==> src/rtl/rom_load_sequencer.sv <==
// Steers the hps_io ioctl ROM download into CPU/sound/graphics regions and gates core reset.
// Optional running byte checksum: define ROM_LOADER_CHECKSUM_EN.
module rom_load_sequencer #(
    parameter logic [23:0] CPU_END       = 24'h010000,
    parameter logic [23:0] SND_END       = 24'h011000,
    parameter logic [23:0] GFX_END       = 24'h021000,
    parameter int unsigned SETTLE_CYCLES = 1024
) (
    input  logic        clk_sys,
    input  logic        reset,
    input  logic        ioctl_download,
    input  logic        ioctl_wr,
    input  logic [7:0]  ioctl_index,
    input  logic [24:0] ioctl_addr,
    input  logic [7:0]  ioctl_dout,
    output logic        ioctl_wait,
    output logic [2:0]  rom_we,
    output logic [23:0] rom_addr,
    output logic [15:0] rom_data,
    input  logic        rom_ack,
    output logic [7:0]  mod,
    output logic [63:0] dip,
    output logic        core_reset,
    output logic        load_done,
    output logic        err,
    output logic [15:0] checksum
);

    localparam int CNT_W = $clog2(SETTLE_CYCLES + 1);

    typedef enum logic [2:0] {
        S_IDLE,
        S_LOAD,
        S_FLUSH,
        S_SETTLE,
        S_RUN
    } state_t;

    state_t           state_q;
    logic             pending_q;
    logic [2:0]       we_q;
    logic [23:0]      addr_q;
    logic [15:0]      data_q;
    logic [7:0]       mod_q;
    logic [63:0]      dip_q;
    logic             core_reset_q;
    logic             load_done_q;
    logic             err_q;
    logic             half_valid_q;
    logic [7:0]       half_q;
    logic [23:0]      half_addr_q;
    logic [CNT_W-1:0] settle_q;

    logic             rom_wr;
    logic             load_start;
    logic             issue_d;
    logic             latch_d;
    logic [2:0]       we_d;
    logic [23:0]      addr_d;
    logic [15:0]      data_d;
    logic [23:0]      gfx_word;

    assign rom_wr     = (state_q == S_LOAD) && ioctl_download && ioctl_wr && (ioctl_index == 8'd0);
    assign load_start = ((state_q == S_IDLE) || (state_q == S_RUN)) && ioctl_download
                        && (ioctl_index == 8'd0);
    assign gfx_word   = (ioctl_addr[23:0] - SND_END) >> 1;

    // NOTE: every always_comb output gets a default first, so no path can infer a latch.
    always_comb begin
        issue_d = 1'b0;
        latch_d = 1'b0;
        we_d    = 3'b000;
        addr_d  = 24'h000000;
        data_d  = 16'h0000;
        if (rom_wr && !pending_q) begin
            if (ioctl_addr < {1'b0, CPU_END}) begin
                issue_d = 1'b1;
                we_d    = 3'b001;
                addr_d  = ioctl_addr[23:0];
                data_d  = {8'h00, ioctl_dout};
            end else if (ioctl_addr < {1'b0, SND_END}) begin
                issue_d = 1'b1;
                we_d    = 3'b010;
                addr_d  = ioctl_addr[23:0] - CPU_END;
                data_d  = {8'h00, ioctl_dout};
            end else if (ioctl_addr < {1'b0, GFX_END}) begin
                if (!ioctl_addr[0]) begin
                    latch_d = 1'b1;
                end else begin
                    issue_d = 1'b1;
                    we_d    = 3'b100;
                    addr_d  = gfx_word;
                    data_d  = {ioctl_dout, half_q};
                end
            end
        end else if ((state_q == S_FLUSH) && half_valid_q && !pending_q) begin
            issue_d = 1'b1;
            we_d    = 3'b100;
            addr_d  = half_addr_q;
            data_d  = {8'h00, half_q};
        end
    end

    // NOTE: sequential state uses non-blocking assignments only, so every read sees pre-edge values.
    always_ff @(posedge clk_sys) begin
        if (reset) begin
            state_q      <= S_IDLE;
            pending_q    <= 1'b0;
            we_q         <= 3'b000;
            addr_q       <= 24'h000000;
            data_q       <= 16'h0000;
            mod_q        <= 8'hFF;
            dip_q        <= 64'h0;
            core_reset_q <= 1'b1;
            load_done_q  <= 1'b0;
            err_q        <= 1'b0;
            half_valid_q <= 1'b0;
            half_q       <= 8'h00;
            half_addr_q  <= 24'h000000;
            settle_q     <= '0;
        end else begin
            // The issuing and acknowledging edges never coincide: issue requires !pending.
            if (issue_d) begin
                pending_q <= 1'b1;
                we_q      <= we_d;
                addr_q    <= addr_d;
                data_q    <= data_d;
            end else if (pending_q && rom_ack) begin
                pending_q <= 1'b0;
                we_q      <= 3'b000;
            end

            if (rom_wr && pending_q) begin
                err_q <= 1'b1;
            end

            if (latch_d) begin
                half_valid_q <= 1'b1;
                half_q       <= ioctl_dout;
                half_addr_q  <= gfx_word;
            end else if (issue_d && we_d[2]) begin
                half_valid_q <= 1'b0;
            end

            if (ioctl_wr && (ioctl_index == 8'd1)) begin
                mod_q <= ioctl_dout;
            end
            if (ioctl_wr && (ioctl_index == 8'd254) && (ioctl_addr < 25'd8)) begin
                dip_q[{ioctl_addr[2:0], 3'b000} +: 8] <= ioctl_dout;
            end

            case (state_q)
                S_IDLE, S_RUN: begin
                    if (load_start) begin
                        state_q      <= S_LOAD;
                        core_reset_q <= 1'b1;
                        half_valid_q <= 1'b0;
                    end
                end
                S_LOAD: begin
                    if (!ioctl_download && (ioctl_index == 8'd0)) begin
                        settle_q <= '0;
                        state_q  <= half_valid_q ? S_FLUSH : S_SETTLE;
                    end
                end
                S_FLUSH: begin
                    if (!half_valid_q && pending_q && rom_ack) begin
                        settle_q <= '0;
                        state_q  <= S_SETTLE;
                    end
                end
                S_SETTLE: begin
                    if (settle_q == CNT_W'(SETTLE_CYCLES)) begin
                        state_q      <= S_RUN;
                        core_reset_q <= 1'b0;
                        load_done_q  <= 1'b1;
                    end else begin
                        settle_q <= settle_q + CNT_W'(1);
                    end
                end
                default: state_q <= S_IDLE;
            endcase
        end
    end

`ifdef ROM_LOADER_CHECKSUM_EN
    logic [15:0] checksum_q;
    logic [15:0] sum_add_d;

    always_comb begin
        sum_add_d = {8'h00, ioctl_dout};
        if (state_q == S_FLUSH) begin
            sum_add_d = {8'h00, half_q};
        end else if (we_d[2] && half_valid_q) begin
            sum_add_d = {8'h00, ioctl_dout} + {8'h00, half_q};
        end
    end

    always_ff @(posedge clk_sys) begin
        if (reset || load_start) begin
            checksum_q <= 16'h0000;
        end else if (issue_d) begin
            checksum_q <= checksum_q + sum_add_d;
        end
    end

    assign checksum = checksum_q;
`else
    assign checksum = 16'h0000;
`endif

    assign ioctl_wait = pending_q;
    assign rom_we     = we_q;
    assign rom_addr   = addr_q;
    assign rom_data   = data_q;
    assign mod        = mod_q;
    assign dip        = dip_q;
    assign core_reset = core_reset_q;
    assign load_done  = load_done_q;
    assign err        = err_q;

endmodule
==> config.mk <==
export PLATFORM = sky130hd
export DESIGN_NAME = rom_load_sequencer
export DESIGN_NICKNAME = d
export VERILOG_FILES = /design/src/rtl/rom_load_sequencer.sv
export SDC_FILE = /design/constraint.sdc
export NUM_CORES = 1
export LEC_CHECK = 0
export BUFFER_PORTS_ARGS = -buffer_cell sky130_fd_sc_hd__buf_2
export CAP_MARGIN = 20
export CORE_MARGIN = 2
export CORE_UTILIZATION = 30
export DETAILED_ROUTE_END_ITERATION = 16
export SLEW_MARGIN = 15
export SYNTH_ARGS = -nofsm -noshare
export SYNTH_HDL_FRONTEND = slang
export SYNTH_SLANG_ARGS = --single-unit
==> constraint.sdc <==
create_clock -name clk_sys -period 3.6 [get_ports clk_sys]
set_input_delay 0 -clock clk_sys [delete_from_list [all_inputs] [get_ports clk_sys]]
set_output_delay 0 -clock clk_sys [all_outputs]
set_load 0.05 [all_outputs]
==> results of run 1 <==
worst min-delay path by stage:
stage	startpoint	to	slack, ps	depth (start not counted)
after floorplan	ioctl_addr[1]	half_addr_q[0]$_SDFFE_PP0P_	140	2
after global routing	ioctl_addr[17]	rom_addr[0]$_SDFFE_PP0P_	30	3
final	ioctl_addr[13]	rom_addr[13]$_SDFFE_PP0P_	20	3
after CTS	ioctl_addr[13]	rom_addr[13]$_SDFFE_PP0P_	5	3
after global placement	ioctl_addr[1]	half_addr_q[0]$_SDFFE_PP0P_	280	3
after detailed placement	ioctl_addr[11]	half_addr_q[10]$_SDFFE_PP0P_	290	3
kinds of logic after synthesis:
logic type                 share of synthesized area
and+or+nand+nor                                0.234
DFF                                            0.446
adders and majority gates                     0.0135
xor gates and xnor gates                      0.0118
other                                       0.000507
AOI/OAI and AO/OA                              0.135
buffers and inverters                         0.0600
muxes                                         0.0987
worst max-delay path, stage by stage:
cell and delay [ps]:
dlygate4sd3_1 560, buf_2 150, or4_1 660, o22a_1 430, buf_4 250, nor4_4 480
buf_4 360, mux2i_1 240, nor2_1 60
layout by cell type (no fill, tap or decap), types with 7 or more instances in the layout:
| master | netlist | layout |
|---|---|---|
| o21ai_0 | 10 | 10 |
| nor3_1 | 15 | 14 |
| nand2_1 | 96 | 96 |
| conb_1 | 1 | 16 |
| nand3_1 | 21 | 21 |
| o32ai_1 | 8 | 8 |
| and3_1 | 18 | 18 |
| o31ai_1 | 10 | 10 |
| clkbuf_16 | 0 | 17 |
| nor2_1 | 85 | 85 |
| a221o_1 | 10 | 10 |
| and2_1 | 14 | 14 |
| buf_2 | 7 | 163 |
| buf_4 | 16 | 18 |
| inv_1 | 18 | 18 |
| a21oi_1 | 54 | 54 |
| xnor2_1 | 8 | 8 |
| dfxtp_1 | 165 | 165 |
| ha_1 | 8 | 8 |
| a311oi_1 | 8 | 8 |
| or4_1 | 11 | 11 |
| a22oi_1 | 8 | 8 |
| mux2i_1 | 73 | 73 |
| nand4_1 | 16 | 16 |
| a22o_1 | 7 | 7 |
| dlygate4sd3_1 | 0 | 23 |
| nor4_1 | 15 | 15 |
layer usage:
layer	up-vias	part of all wire	GRT usage
met4	4	0.021	0.0560
met2	204	0.47	0.291
met5	-	0.0013	0
met1	3084	0.43	0.223
li1	3244	-	-
met3	28	0.074	0.0588
state kept, by name (all words and copies together) (netlist names), 3 cells and up:
register,cells
state_q,3
rom_we,3
dip,64
rom_data,16
half_q,8
half_addr_q,23
mod,8
settle_q,11
rom_addr,24
area by class of cell:
cell class              count  area [um^2]  area share
diodes                      2         5.00    0.000544
clock buffers              22          464      0.0504
clock inverters             9         56.3     0.00612
inverters                  18         67.6     0.00734
multi-input cells         583         3710       0.404
flip-flops and latches    165         3300       0.359
well taps                 324          405      0.0441
repair buffers            205         1190       0.129
stage by stage:
stage | utilization | hold slack [ps]
global route | 0.379 | 30.4
floorplan | - | 140
global placement | 0.348 | 283
finish | 0.380 | 25.0
detailed placement | 0.348 | 287
CTS | 0.379 | 5.49
power breakdown:
group          internal [mW]  switching, mW  total [mW]
clock                  0.910          0.751        1.66
combinational          0.117          0.259       0.377
sequential              1.83         0.0213        1.85
==> run_results.csv, run 1 <==
group,metric,value,unit
timing,rsz0062_at_grt,"no",
setup_path,endpoint,"half_addr_q[11]$_SDFFE_PP0P_",
pwr,power.total,3.89,mW
timing,setup_viol,0,
timing,fin_crit_sh,0.807,
place,place_hpwl,16700,um
layout,drive_gt1_frac,0.227,
routing,final_antenna_net_count,0,
setup_path,cp-end-kind,"flip-flop",
place,dp_cells,1271,
floorplan,placementRows,57,
clock_network,insertion_delay,430,ps
clock_network,ctsHtreeMaxLevel,4,
synthesis,ys_seq_elements,165,
layout,n_fill_cell,2535,
timing,slew_headroom,0.374,
global_routing,grt_pass1_vias,6253,
timing,tightest_slew,934,ps
place,dpl_cell_area,0.00844,mm^2
synthesis,synth_edf_count,0,
floorplan,die-area,0.0259,mm^2
setup_path,crit_start,"ioctl_addr[15]",
timing,setup-tns-final,0,ps
pwr,peakVddDrop,0.278,mV
clock_network,cts_resized,0,
job,drv_cap,0,
clock_network,post-cts-setup-buffer-count,0,
timing,period_minus_slack,2900,ps
synthesis,synthFlopType,"dfxtp_1",
synthesis,synth_area,0.00740,mm^2
synthesis,netlist_instances,825,
floorplan,die_w,161,um
routing,routedWlPerCell,17.7,um
floorplan,core,0.0242,mm^2
synthesis,yosysSeqAreaShare,0.446,
setup_path,critPathLaunchType,"input pin",
routing,wirelength,23500,um
synthesis,synth_top_area_cell,"dfxtp_1",
setup_path,r2r_cells,6,
layout,final_cell_count_no_fill,1328,
routing,viasPerCell,4.94,
routing,drc,0,
layout,nets,1044,
clock_network,cts.clk_slew.worst_paths,70,ps
synthesis,synthTopCellsByArea,"dfxtp_1 45%, mux2i_1 9.9%, nand2_1 4.9%, nor2_1 4.3%, a21oi_1 3.7%",
place,globalplace.congestion,0.871,
global_routing,grt_first_pass_wirelength,35900,um
routing,dr.first_iter.drc_count,391,
synthesis,yosysUniqueCellTypes,61,
global_routing,grt_max_degree,58,
timing,final_hold_viol_count,0,
pwr,p_leak,3.95,nW
setup_path,r2r-start,"state_q[0]$_SDFFE_PP0P_",
synthesis,synth_top_area_frac,0.446,
clock_network,cts_tree,"yes",
setup_path,rrSetupSlack,890,ps
setup_path,r2r_end,"half_q[4]$_SDFFE_PP0P_",
timing,slew_viol_final,0,
place,io_buffer_count,164,
layout,fin_area,0.00920,mm^2
floorplan,start_util,0.305,
min_path,min_path_type,"in -> reg",
global_routing,antenna_found_initial,5,
place,pre_cts_ws,789,ps
clock_network,cts_buffers,17,
clock_network,root_buffer,"clkbuf_16",
routing,via_count,6564,
synthesis,yosysMostFrequentCell,"dfxtp_1",
outcome,status,"complete, no violations",
layout,area_delta_synth_final,24.3,%
global_routing,grt_use_total,0.178,
floorplan,fp.dieH,161,um
timing,final.setup_skew,15.3,ps
routing,first_pass_iters,5,
setup_path,cp.required,3900,ps
clock_network,clockBufferDepth,2,
clock_network,cts_sinks,165,
setup_path,cp_max_fo,21,
setup_path,crit_type,"in -> reg",
synthesis,async_flop_share,0,
pwr,powerDensity,423,mW/mm^2
floorplan,pin_count,181,
global_routing,grt_overflow,0,
timing,max_freq,344,MHz
timing,setup_slack,695,ps
synthesis,syn_avg_cell_area,8.97,um^2
clock_network,cts_hold_buf,23,
setup_path,worstPathArrival,3200,ps
synthesis,synth_common_cells,"165 x dfxtp_1, 96 x nand2_1, 85 x nor2_1, 73 x mux2i_1, 54 x a21oi_1",
synthesis,yosysWarningCount,0,
Power figures use the tool's default switching activity.
==> inputs of run 2 (changes only) <==
--- a/config.mk
+++ b/config.mk
@@ -5,6 +5,7 @@
 export SDC_FILE = /design/constraint.sdc
 export NUM_CORES = 1
 export LEC_CHECK = 0
+export ABC_AREA = 1
 export BUFFER_PORTS_ARGS = -buffer_cell sky130_fd_sc_hd__buf_2
 export CAP_MARGIN = 20
 export CORE_MARGIN = 2
==> constraint.sdc (replaced) <==
create_clock -name clk_sys -period 2.4 [get_ports clk_sys]
set_input_delay 0 -clock clk_sys [delete_from_list [all_inputs] [get_ports clk_sys]]
set_output_delay 0 -clock clk_sys [all_outputs]
set_load 0.05 [all_outputs]
==> run_results.csv, run 2 <==
group,metric,value,unit
floorplan,fp.dieH,169,um
layout,final_cell_mix,"251 x nand2_1, 208 x nor2_1, 165 x dfxtp_1, 164 x buf_2, 118 x nand3_1",
place,dpl_cell_area,0.00936,mm^2
synthesis,netlist_instances,1238,
setup_path,r2r_end,"rom_addr[15]$_SDFFE_PP0P_",
synthesis,yosysSeqAreaShare,0.402,
synthesis,synthFlopType,"dfxtp_1",
setup_path,rrSetupSlack,290,ps
setup_path,path_cells,"dlygate4sd3_1 > buf_2 > inv_1 > ha_1 > ha_1 > inv_1 > buf_4 > nor2_1 > buf_4 > nand2_1 > nor2_1 > nor3_1",
setup_path,r2r-start,"state_q[1]$_SDFFE_PP0P_",
layout,fin_area,0.0102,mm^2
clock_network,root_buffer,"clkbuf_16",
synthesis,yosysMostFrequentCell,"nand2_1",
clock_network,clockBufferDepth,2,
routing,via_count,8575,
pwr,peakVddDrop,0.451,mV
timing,slew_headroom,0.335,
setup_path,cp-end-kind,"flip-flop",
synthesis,synth_common_cells,"251 x nand2_1, 209 x nor2_1, 165 x dfxtp_1, 118 x nand3_1, 112 x a21oi_1",
routing,drc,0,
timing,final_hold_viol_count,0,
min_path,min_path_type,"in -> reg",
clock_network,cts_tree,"yes",
timing,fin_crit_sh,0.915,
floorplan,die_w,169,um
timing,max_freq,455,MHz
setup_path,cp_max_fo,13,
setup_path,crit_family,"buffers and inverters",
synthesis,synth_edf_count,0,
routing,viasPerCell,4.88,
global_routing,grt_max_degree,91,
clock_network,cts_sinks,165,
job,drv_cap,0,
global_routing,grt_use_total,0.183,
synthesis,synthTopCellsByArea,"dfxtp_1 40%, nand2_1 11%, nor2_1 9.6%, nand3_1 7.2%, a21oi_1 6.8%",
routing,first_pass_iters,5,
synthesis,yosysUniqueCellTypes,34,
timing,rsz0062_at_grt,"no",
synthesis,synth_top_area_frac,0.402,
pwr,p_leak,4.55,nW
layout,n_fill_cell,2865,
pwr,powerDensity,619,mW/mm^2
setup_path,r2r_cells,12,
synthesis,yosysWarningCount,0,
setup_path,crit_type,"in -> reg",
global_routing,antenna_found_initial,2,
routing,routedWlPerCell,14.9,um
clock_network,insertion_delay,430,ps
floorplan,die-area,0.0287,mm^2
setup_path,cp.buffers_inverters,6,
timing,final.setup_skew,13.0,ps
synthesis,synth_area,0.00821,mm^2
min_path,hold_path_depth,3,
clock_network,cts_buffers,17,
synthesis,async_flop_share,0,
floorplan,pin_count,181,
global_routing,grt_first_pass_wirelength,41800,um
routing,dr.first_iter.drc_count,631,
timing,setup-tns-final,0,ps
floorplan,placementRows,60,
min_path,min_to,"dip[49]$_SDFFE_PP0P_",
routing,final_antenna_net_count,0,
synthesis,syn_avg_cell_area,6.63,um^2
clock_network,post-cts-setup-buffer-count,0,
timing,period_minus_slack,2200,ps
layout,final_common_cell,"nand2_1",
clock_network,cts.clk_slew.worst_paths,70,ps
global_routing,grt_pass1_vias,7859,
layout,area_delta_synth_final,24.2,%
setup_path,worstPathArrival,2550,ps
setup_path,critPathMaxStageDelay,530,ps
timing,setup_viol,0,
global_routing,grt_overflow,0,
setup_path,cp.required,2750,ps
min_path,min-delay-start,"ioctl_dout[1]",
synthesis,ys_seq_elements,165,
clock_network,ctsHtreeMaxLevel,4,
place,io_buffer_count,164,
layout,largest_reg_flops,64,
setup_path,worst-path-stages,12,
floorplan,start_util,0.305,
setup_path,critPathLaunchType,"input pin",
floorplan,core,0.0270,mm^2
routing,wirelength,26200,um
layout,drive_gt1_frac,0.180,
timing,slew_viol_final,0,
layout,nets,1456,
timing,tightest_slew,997,ps
place,place_hpwl,18500,um
outcome,status,"complete, no violations",
synthesis,synth_top_area_cell,"dfxtp_1",
setup_path,crit_path_top_delay_cell,"dlygate4sd3_1",
place,globalplace.congestion,0.859,
## run 2: changes by cell type after synthesis, moves of 17 or more
cell,previous run,this run
nand2_1,96,251
nor2_1,85,209
nand3_1,21,118
inv_1,18,98
mux2i_1,73,0
a21oi_1,54,112
nand4_1,16,55
o21ai_0,10,49
and3_1,18,1
## run 2: worst max-delay path by stage
| stage | to | from |
|---|---|---|
| 2_1_floorplan | rom_addr[14]$_SDFFE_PP0P_ | ioctl_wait$_SDFFE_PP0P_ |
| 3_3_place_gp | rom_addr[15]$_SDFFE_PP0P_ | state_q[0]$_SDFFE_PP0P_ |
| 3_5_place_dp | rom_addr[15]$_SDFFE_PP0P_ | state_q[0]$_SDFFE_PP0P_ |
| 4_1_cts | rom_addr[3]$_SDFFE_PP0P_ | ioctl_addr[13] |
| 5_1_grt | dip[25]$_SDFFE_PP0P_ | ioctl_addr[1] |
| 6_report | dip[28]$_SDFFE_PP0P_ | ioctl_addr[1] |
## run 2: power breakdown
part           leakage (nW)  switching, mW  total, mW  internal (mW)
Clock                 0.282           1.23       2.80           1.56
Combinational          2.94          0.503      0.712          0.210
Sequential             1.33         0.0364       2.81           2.77
Total                  4.55           1.77       6.32           4.54
## run 2: routing by layer
layer	vias to the layer above	global-route usage	routed length, um
li1	4351	-	-
met1	3941	0.249	12400
met2	248	0.288	11700
met3	35	0.0401	1540
met4	0	0.0595	576
met5	-	0	0
## run 2: worst min-delay path, delay by kind of cell
kind / cells / cell delay (ps)
AO/OA/AOI/OAI: 1 / 60
AND/OR/NAND/NOR: 1 / 120
buffers and inverters: 1 / 200
## run 2: cell families (layout without fill, tap and decap cells)
logic type,Yosys count,count (layout),synth area share
AO/OA/AOI/OAI,181,181,0.115
buffers and inverters,194,356,0.100
XOR/XNOR,3,3,0.00320
other,1,18,0.000457
AND/OR/NAND/NOR,686,686,0.366
flip-flops,165,165,0.402
adder cells (fa/ha/maj),8,8,0.0122
## run 2: repair_timing
item	in CTS	in global routing
hold endpoints to repair	51	0
hold buffers	23	0
gates resized for setup	0	2
setup endpoints to repair	0	12
## run 2: layout make-up
cell class                      instances  area, um^2  share of cell area
Inverter                              105         394              0.0386
Antenna cell                            2        5.00            0.000491
Clock buffer                           18         429              0.0421
Clock inverter                         14         171              0.0168
Multi-Input combinational cell        894        4150               0.407
Timing Repair Buffer                  219        1320               0.129
Tap cell                              341         427              0.0418
Sequential cell                       165        3300               0.324
## run 2: through the flow
| stage | util | cells | total power, mW | worst slack [ps] | hold WS, ps |
|---|---|---|---|---|---|
| 6_report | 0.378 | 1758 | 6.32 | 203 | 2.30 |
| 5_1_grt | 0.378 | 1758 | 6.58 | 59.0 | 7.27 |
| 4_1_cts | 0.378 | 1756 | 6.37 | 176 | 0.0786 |
| 3_5_place_dp | 0.347 | 1701 | 3.55 | 246 | 321 |
| 3_3_place_gp | 0.347 | 1701 | 3.54 | 278 | 314 |
| 2_1_floorplan | - | 1253 | 3.34 | 420 | 165 |
